<file path="config.mk">
export PLATFORM = sky130hd
export DESIGN_NAME = clk_div_bank
export DESIGN_NICKNAME = d
export VERILOG_FILES = /design/src/rtl/clk_div_pkg.sv /design/src/rtl/clk_div_channel.sv /design/src/rtl/clk_div_bank.sv
export SDC_FILE = /design/constraint.sdc
export NUM_CORES = 1
export LEC_CHECK = 0
export BUFFER_PORTS_ARGS = -buffer_cell sky130_fd_sc_hd__buf_2
export CAP_MARGIN = 20
export CELL_PAD_IN_SITES_DETAIL_PLACEMENT = 0
export CELL_PAD_IN_SITES_GLOBAL_PLACEMENT = 1
export CORE_UTILIZATION = 35
export DETAILED_ROUTE_END_ITERATION = 7
export PLACE_DENSITY = 0.62
export REMOVE_ABC_BUFFERS = 1
export SLEW_MARGIN = 30
export SYNTH_ARGS = -nofsm -noshare
export SYNTH_HDL_FRONTEND = slang
export SYNTH_HIERARCHICAL = 1
export SYNTH_SLANG_ARGS = --single-unit
</file>
<file path="constraint.sdc">
create_clock -name clk_in -period 12.15 [get_ports clk_in]
set_input_delay 3.645 -clock clk_in [delete_from_list [all_inputs] [get_ports clk_in]]
set_output_delay 3.645 -clock clk_in [all_outputs]
set_load 0.01 [all_outputs]
</file>
<file path="src/rtl/clk_div_pkg.sv">
// Shared parameters, channel update modes and helpers for the clock-enable divider bank.
package clk_div_pkg;

  localparam int CNT_W_DEF       = 26;
  localparam int DEFAULT_DIV_DEF = 1_000_000;

  // What a channel does at the coming edge, in priority order SYNC > HOLD > WRAP > COUNT.
  typedef enum logic [1:0] {
    CH_COUNT,
    CH_WRAP,
    CH_HOLD,
    CH_SYNC
  } ch_mode_e;

  function automatic int ch_idx_w(input int num_ch);
    return (num_ch > 1) ? $clog2(num_ch) : 1;
  endfunction

endpackage

</file>
<file path="src/rtl/clk_div_channel.sv">
// One divider channel: period counter, shadowed divisor and registered tick / square-wave outputs.
module clk_div_channel
  import clk_div_pkg::*;
#(
  parameter int CNT_W       = CNT_W_DEF,
  parameter int DEFAULT_DIV = DEFAULT_DIV_DEF
) (
  input  logic             clk_in,
  input  logic             rst,
  input  logic             en,
  input  logic             sync,
  input  logic             we,
  input  logic [CNT_W-1:0] cfg_div,
  output logic             tick,
  output logic             clk_out,
  output logic             pend
);

  logic [CNT_W-1:0] cnt;
  logic [CNT_W-1:0] div;
  logic [CNT_W-1:0] div_nx;
  ch_mode_e         mode;

  // An idle channel (div=0) has no wrap edge, so it takes a pending divisor like a disabled one.
  always_comb begin
    mode = CH_COUNT;
    if (sync)
      mode = CH_SYNC;
    else if (!en || div == '0)
      mode = CH_HOLD;
    else if (cnt >= div - CNT_W'(1))
      mode = CH_WRAP;
  end

  always_ff @(posedge clk_in) begin
    if (rst) begin
      cnt     <= '0;
      div     <= CNT_W'(DEFAULT_DIV);
      div_nx  <= CNT_W'(DEFAULT_DIV);
      tick    <= 1'b0;
      clk_out <= 1'b0;
      pend    <= 1'b0;
    end else begin
      unique case (mode)
        CH_SYNC: begin
          cnt     <= '0;
          tick    <= 1'b0;
          clk_out <= 1'b0;
          pend    <= 1'b0;
          div     <= we ? cfg_div : div_nx;
          div_nx  <= we ? cfg_div : div_nx;
        end
        CH_HOLD: begin
          tick <= 1'b0;
          if (pend) begin
            div  <= div_nx;
            pend <= 1'b0;
            cnt  <= '0;
          end else if (div == '0) begin
            cnt <= '0;
          end
        end
        CH_WRAP: begin
          cnt     <= '0;
          tick    <= 1'b1;
          clk_out <= ~clk_out;
          if (pend) begin
            div  <= div_nx;
            pend <= 1'b0;
          end
        end
        default: begin
          cnt  <= cnt + CNT_W'(1);
          tick <= 1'b0;
        end
      endcase
      // A write in the apply cycle lands after the old shadow was consumed, so it stays pending.
      if (we && mode != CH_SYNC) begin
        div_nx <= cfg_div;
        pend   <= 1'b1;
      end
    end
  end

endmodule

</file>
<file path="src/rtl/clk_div_bank.sv">
// Bank of independent programmable clock-enable generators sharing one clock domain.
module clk_div_bank
  import clk_div_pkg::*;
#(
  parameter int NUM_CH      = 4,
  parameter int CNT_W       = CNT_W_DEF,
  parameter int DEFAULT_DIV = DEFAULT_DIV_DEF
) (
  input  logic                        clk_in,
  input  logic                        rst,
  input  logic                        cfg_we,
  input  logic [ch_idx_w(NUM_CH)-1:0] cfg_ch,
  input  logic [CNT_W-1:0]            cfg_div,
  input  logic [NUM_CH-1:0]           ch_en,
  input  logic                        sync,
  output logic [NUM_CH-1:0]           tick,
  output logic [NUM_CH-1:0]           clk_out,
  output logic [NUM_CH-1:0]           cfg_pend
);

  localparam int CH_W = ch_idx_w(NUM_CH);

  // Writes to channel numbers beyond NUM_CH match no decoder and fall away.
  for (genvar i = 0; i < NUM_CH; i++) begin : g_ch
    logic we;
    assign we = cfg_we && (cfg_ch == CH_W'(i));

    clk_div_channel #(
      .CNT_W       (CNT_W),
      .DEFAULT_DIV (DEFAULT_DIV)
    ) u_ch (
      .clk_in  (clk_in),
      .rst     (rst),
      .en      (ch_en[i]),
      .sync    (sync),
      .we      (we),
      .cfg_div (cfg_div),
      .tick    (tick[i]),
      .clk_out (clk_out[i]),
      .pend    (cfg_pend[i])
    );
  end

endmodule

</file>
Yosys cells after proc, flatten, opt, wreduce, memory -nomap -nowiden:

Cells that the tools add are included.

* $add $sub $neg: 8
* magnitude comparators: 4
* eq/ne operators: 27
* multiplexer cells: 60
* bitwise logic cells: 4
* reduce and logical (&&, ||, !) cells: 53

Operators with widths (count)
* two-way mux 26 bit: 24
* one-hot mux 26 bit (2 select lines): 8
* adder 26 x 1 -> 26 bit, second input constant: 4
* greater-or-equal comparator 26 bit: 4
* logical NOT 26 bit: 4
* subtractor 26 x 1 -> 26 bit, second input constant: 4
* nonzero test 2 bit: 16
* == test 2 bit, second input constant: 10
* two-way mux 1 bit: 16
* two-way mux 2 bit: 8
* OR reduction 2 bit: 8
* inequality test 3 x 1 -> 1 bit, second input constant: 4
* OR reduction 3 bit: 4
* == test 2 x 1 -> 1 bit, second input constant: 5
* logical AND 1 bit: 8
* inequality test 2 x 1 -> 1 bit, second input constant: 4
* inequality test 2 bit, second input constant: 4
* one-hot mux 1 bit (2 select lines): 4
* AND reduction 2 bit: 4
* logical NOT 1 bit: 4
* logical OR 1 bit: 4
* NOT 1 bit: 4
* logical NOT 2 bit: 1

* register bits: 324
* input port bits: 36
* output and inout bits: 12
* word-level logic and storage cells: 180

Logic depth before layout (Yosys ltp):

* depth in word-level cells: 9
* mapped depth: 22
* depth with buffers taken out: 20

Modules after synthesis:

Netlist, hierarchy kept.

Modules (own cells, without submodules)
* clk_div_channel (g_ch[1].u_ch ...): times used 2, cells an instance 489, area each 4329.2 um2, seq. area each 1621.6 um2
* clk_div_channel (g_ch[3].u_ch): times used 1, cells an instance 490, area each 4400.5 um2, seq. area each 1621.6 um2
* clk_div_channel (g_ch[0].u_ch): times used 1, cells an instance 483, area each 4371.7 um2, seq. area each 1621.6 um2
* clk_div_bank: times used 1, cells an instance 4, area each 37.5 um2, seq. area each 0.0 um2

Worst setup path after synthesis:

No wires, ideal clock.

* kind: input to register
* start: in ch_en[3]
* end: reg g_ch[3].u_ch.div[19]
* setup time: 125 ps
* arrival: 5568 ps
* data required time: 12025 ps
* setup slack: 6457 ps
* cell stages on the path: 10
* path buffers: 2
* path through: o31a_1 o21a_1 a221oi_1 ha_1 nand2b_1 and2_1 clkbuf_1 clkbuf_1 a221oi_1 nand2_1

* cells in the longest elaborated chain, start to end: 8
* elaborated cells on any way between the ends: 12
* classes of those cells: eq/ne (4); mux (3); reduce/logical (5)

Ends and longest elaborated chain
* start: declaration: RTL line clk_div_bank.sv:14 `input logic [NUM_CH-1:0] ch_en,`
* logical NOT 1 bit *: RTL line clk_div_channel.sv:29 `else if (!en || div == '0)`
* logical OR 1 bit *: RTL line clk_div_channel.sv:29
* two-way mux 2 bit *: RTL line clk_div_channel.sv:29
* two-way mux 2 bit *: RTL line clk_div_channel.sv:27 `if (sync)`
* == test 2 bit / == test 2 x 1 -> 1 bit (equally long branches): RTL line clk_div_channel.sv:44 `unique case (mode)`
* OR reduction 2 bit (no line)
* inequality test 2 x 1 -> 1 bit (no line) / nonzero test 2 bit (equally long branches)
* AND reduction 2 bit (no line)
* end signal: assignment: RTL line clk_div_channel.sv:38 `div <= CNT_W'(DEFAULT_DIV);`
* end signal: assignment: RTL line clk_div_channel.sv:50 `div <= we ? cfg_div : div_nx;`
* end signal: assignment: RTL line clk_div_channel.sv:56 `div <= div_nx;`
* end: declaration: RTL line clk_div_channel.sv:20 `logic [CNT_W-1:0] div;`

Every way passes the cells marked *; elsewhere a longest branch is shown, timed or not.
A chain may end at the register's enable or synchronous reset.

Worst setup path after layout:

* start: in sync
* end: reg g_ch[0].u_ch.cnt[25]

* cells in the longest elaborated chain, start to end: 4
* elaborated cells on any way between the ends: 7
* classes of those cells: eq/ne (4); mux (2); reduce/logical (1)

Ends and longest elaborated chain
* start: declaration: RTL line clk_div_bank.sv:15 `input logic sync,`
* two-way mux 2 bit *: RTL line clk_div_channel.sv:27
* == test 2 bit / == test 2 x 1 -> 1 bit (equally long branches): RTL line clk_div_channel.sv:44
* OR reduction 2 bit (no line)
* one-hot mux 26 bit (2 select lines): RTL line clk_div_channel.sv:44
* end signal: assignment: RTL line clk_div_channel.sv:73 `cnt <= cnt + CNT_W'(1);`
* end: declaration: RTL line clk_div_channel.sv:19 `logic [CNT_W-1:0] cnt;`

Marks and branches as above.

==> results.md <==
* Vias in the first global route at 13580
* Hold path endpoint: g_ch[0].u_ch/div[18]
* Number of fill cells at 5021
* Final HPWL DP at approximately 31 mm
* Worst R2R End: g_ch[1].u_ch/div[6]
* Static leakage at 6.799 nW
* Reg clk slew, reported paths at 60 ps
* Pwr Density at 125.4 nW/um^2
* Post-CTS Setup Inserts at 0
* Die W at 225.4 um
* Grt total ovfl at 0
* Util after Layout at 39.57%
* Share of flip-flops with an asynchronous set or reset at 0%
* Count of state elements after synthesis at ~320
* Core box area at 49050 um^2
* Hold path cells at 2
* Fraction of layout cells with a size suffix above 1 at 8.477%
* Layout Nets at about 2100
* Layout area overhead at 11.11%
* Status: finished, final reports clean
* Clock buffer depth at 3
* Post-synth EDFFs at 0
* HP Start: g_ch[0].u_ch/div_nx[18]
* GRT Total Usage at 18.20%
* Avg Synthesized Cell Area at around 8.9 um^2
* CP endpoint kind: flop
* Setup_tns at 0 ps
* RSZ-0062 raised after global routing: no
* Die area at 50810 um^2
* R2r setup slk at 6420 ps
* Hold_ws at ~430 ps
* Buffers on Ports at 47
* Slew Limit Fails at 0
* First-pass GRT wire length at between 70 and 80 mm
* Worst r2r path cells at 16
* Final min period at 5845 ps
* Starting density of the core at 35.61%
* Critical Path Source Type: input port
* DRT iter0 DRCs at 1005
* Slew margin rel. at between 50 and 60%
* DR WL/cell at 17.31 um
* Gate Count Post-Synth at roughly 2000
* Post-DRT Antenna Nets at 0
* I/O pin count at 48
* Die height at 225.4 um
* Worst Skew at between 10 and 15 ps
* WP data required at 12590 ps
* CTS Root Cell: clkbuf_16
* Hold_buf cts at 0
* Gates resized, CTS repair at 0
* Num CTS Buffers at 39
* Final Hold Fails at 0
* Ant diodes at 0
* Site Rows at 81
* Vias per std cell at 5.343
* Worst setup path startpoint: sync
* Initial antenna violation count at 0
* HP Class: flop to flop
* Setup ws final at 6305 ps
* Origin of the critical flop-to-flop path: g_ch[1].u_ch/div[13]
* TritonCTS sink count at 324
* Ys Warns at 6
* Vias at 14070
* CTS tree: done
* Cell variety after synth at 69
* Routed Wire Length at 45.59 mm
* Max VDD drop at 0.08667 mV
* Setup violators final at 0
* CP max FO at 15
* Slew @ Worst Pin at ~740 ps
* H-Tree Level Count at 2
* Routability cong. at slightly below 0.8
* Largest net degree at the start of global routing at roughly 140
* DR pass1 iterations at 8
* Max Cap Viol at 0
* Later-pin clock latency in the skew report at 560 ps
* Worst setup path class: input port to flop
* Place WS at 5678 ps
* Area of the mapped netlist at 17470 um^2
* CP arrival at 6280 ps
* DRC viols at 0
* FMAX at 0.1711 GHz
* Final period utilization at 48.10%
* Primary FF master, synth: dfxtp_1
* Seq/Total Area, Yosys at 37.13%
==> cells by family after synthesis <==
family / count (synthesis) / synth area share [%]
AO/OA/AOI/OAI: 290 / 12.51
XOR/XNOR: 187 / 9.376
adder cells (fa/ha/maj): 128 / 9.168
buffers and inverters: 139 / 3.367
flip-flops: 324 / 37.13
multiplexers: 85 / 4.878
AND/OR/NAND/NOR: 802 / 23.57
==> stage by stage <==
stage / cells / cell area, um^2 / power (mW)
finish: 2634 / 19410 / 2.433
global placement: 2568 / 18160 / 1.352
detailed placement: 2569 / 18230 / 1.360
global route: 2634 / 19410 / 2.549
CTS: 2634 / 19400 / 2.477
floorplan: 1847 / 17000 / 1.270
==> how the worst max path moves through the flow <==
stage / end / slack (ps) / cells after the start
2_1_floorplan: g_ch[0].u_ch/div[10] / 5470 / 4
3_3_place_gp: g_ch[1].u_ch/cnt[3] / 5520 / 8
3_5_place_dp: g_ch[0].u_ch/cnt[25] / 5680 / 9
4_1_cts: g_ch[1].u_ch/div[0] / 6100 / 14
5_1_grt: g_ch[1].u_ch/div[6] / 5870 / 16
6_report: g_ch[0].u_ch/cnt[25] / 6310 / 9
==> power breakdown <==
group,leakage [nW],internal [mW],switching [mW],total [mW]
Sequential,2.63,1.09,0.0256,1.12
Combinational,3.60,0.0788,0.141,0.220
Clock,0.576,0.638,0.459,1.10
Total,6.80,1.81,0.626,2.43
==> critical path: stages <==
cell and delay [ps]:
buf_2 230, a2111oi_0 490, a32o_1 340, ha_1 180
nand2b_1 100, a31oi_4 610, nor2_1 190, nand4_1 150
mux2_2 330
==> area by class of cell <==
cell class	count	area, um^2	area share, %
Timing Repair Buffer	58	344.1	1.773
Tap cell	664	830.8	4.281
Clock buffer	58	1127	5.808
Sequential cell	324	6486	33.42
Clock inverter	7	45.04	0.2321
Inverter	31	116.4	0.5995
Multi-Input combinational cell	1492	10460	53.89
==> flip-flops by register name, summed over array words and instances (netlist names) <==
register	count
g_ch.u_ch/tick	4
g_ch.u_ch/clk_out	4
g_ch.u_ch/div	104
g_ch.u_ch/div_nx	104
g_ch.u_ch/pend	4
g_ch.u_ch/cnt	104
==> synthesized netlist by cell type (33+ instances only) <==
library cell,number,area (um^2)
nor2_1,251,942.2
xnor2_1,154,1349
nor2b_1,43,269.0
a21oi_1,81,405.4
nand2_1,199,747.0
nand4_1,33,206.5
o221ai_1,40,350.3
nor4_1,35,219.0
ha_1,128,1602
mux2i_1,84,840.8
dfxtp_1,324,6486
clkbuf_1,85,319.1
xor2_1,33,289.0
nor3_1,54,270.3
==> metal layers <==
layer  track usage [%]  part of all wire (%)
met5                 0                     0
met2             29.62                    45
met4             5.552                   2.1
met3             2.920                   4.3
met1             24.55                    49
==> cell usage in the layout (no fill, tap or decap), drive strengths merged, types with 40 or more instances in the layout <==
cell type,netlist,routed
buf,23,58
dfxtp,324,324
nor3,54,54
nor2b,43,43
nor2,254,254
clkbuf,85,58
o221ai,40,40
mux2i,84,84
nor4,54,54
nand2,199,199
xnor2,154,154
ha,128,128
a21oi,81,81
Power figures use the tool's default switching activity.
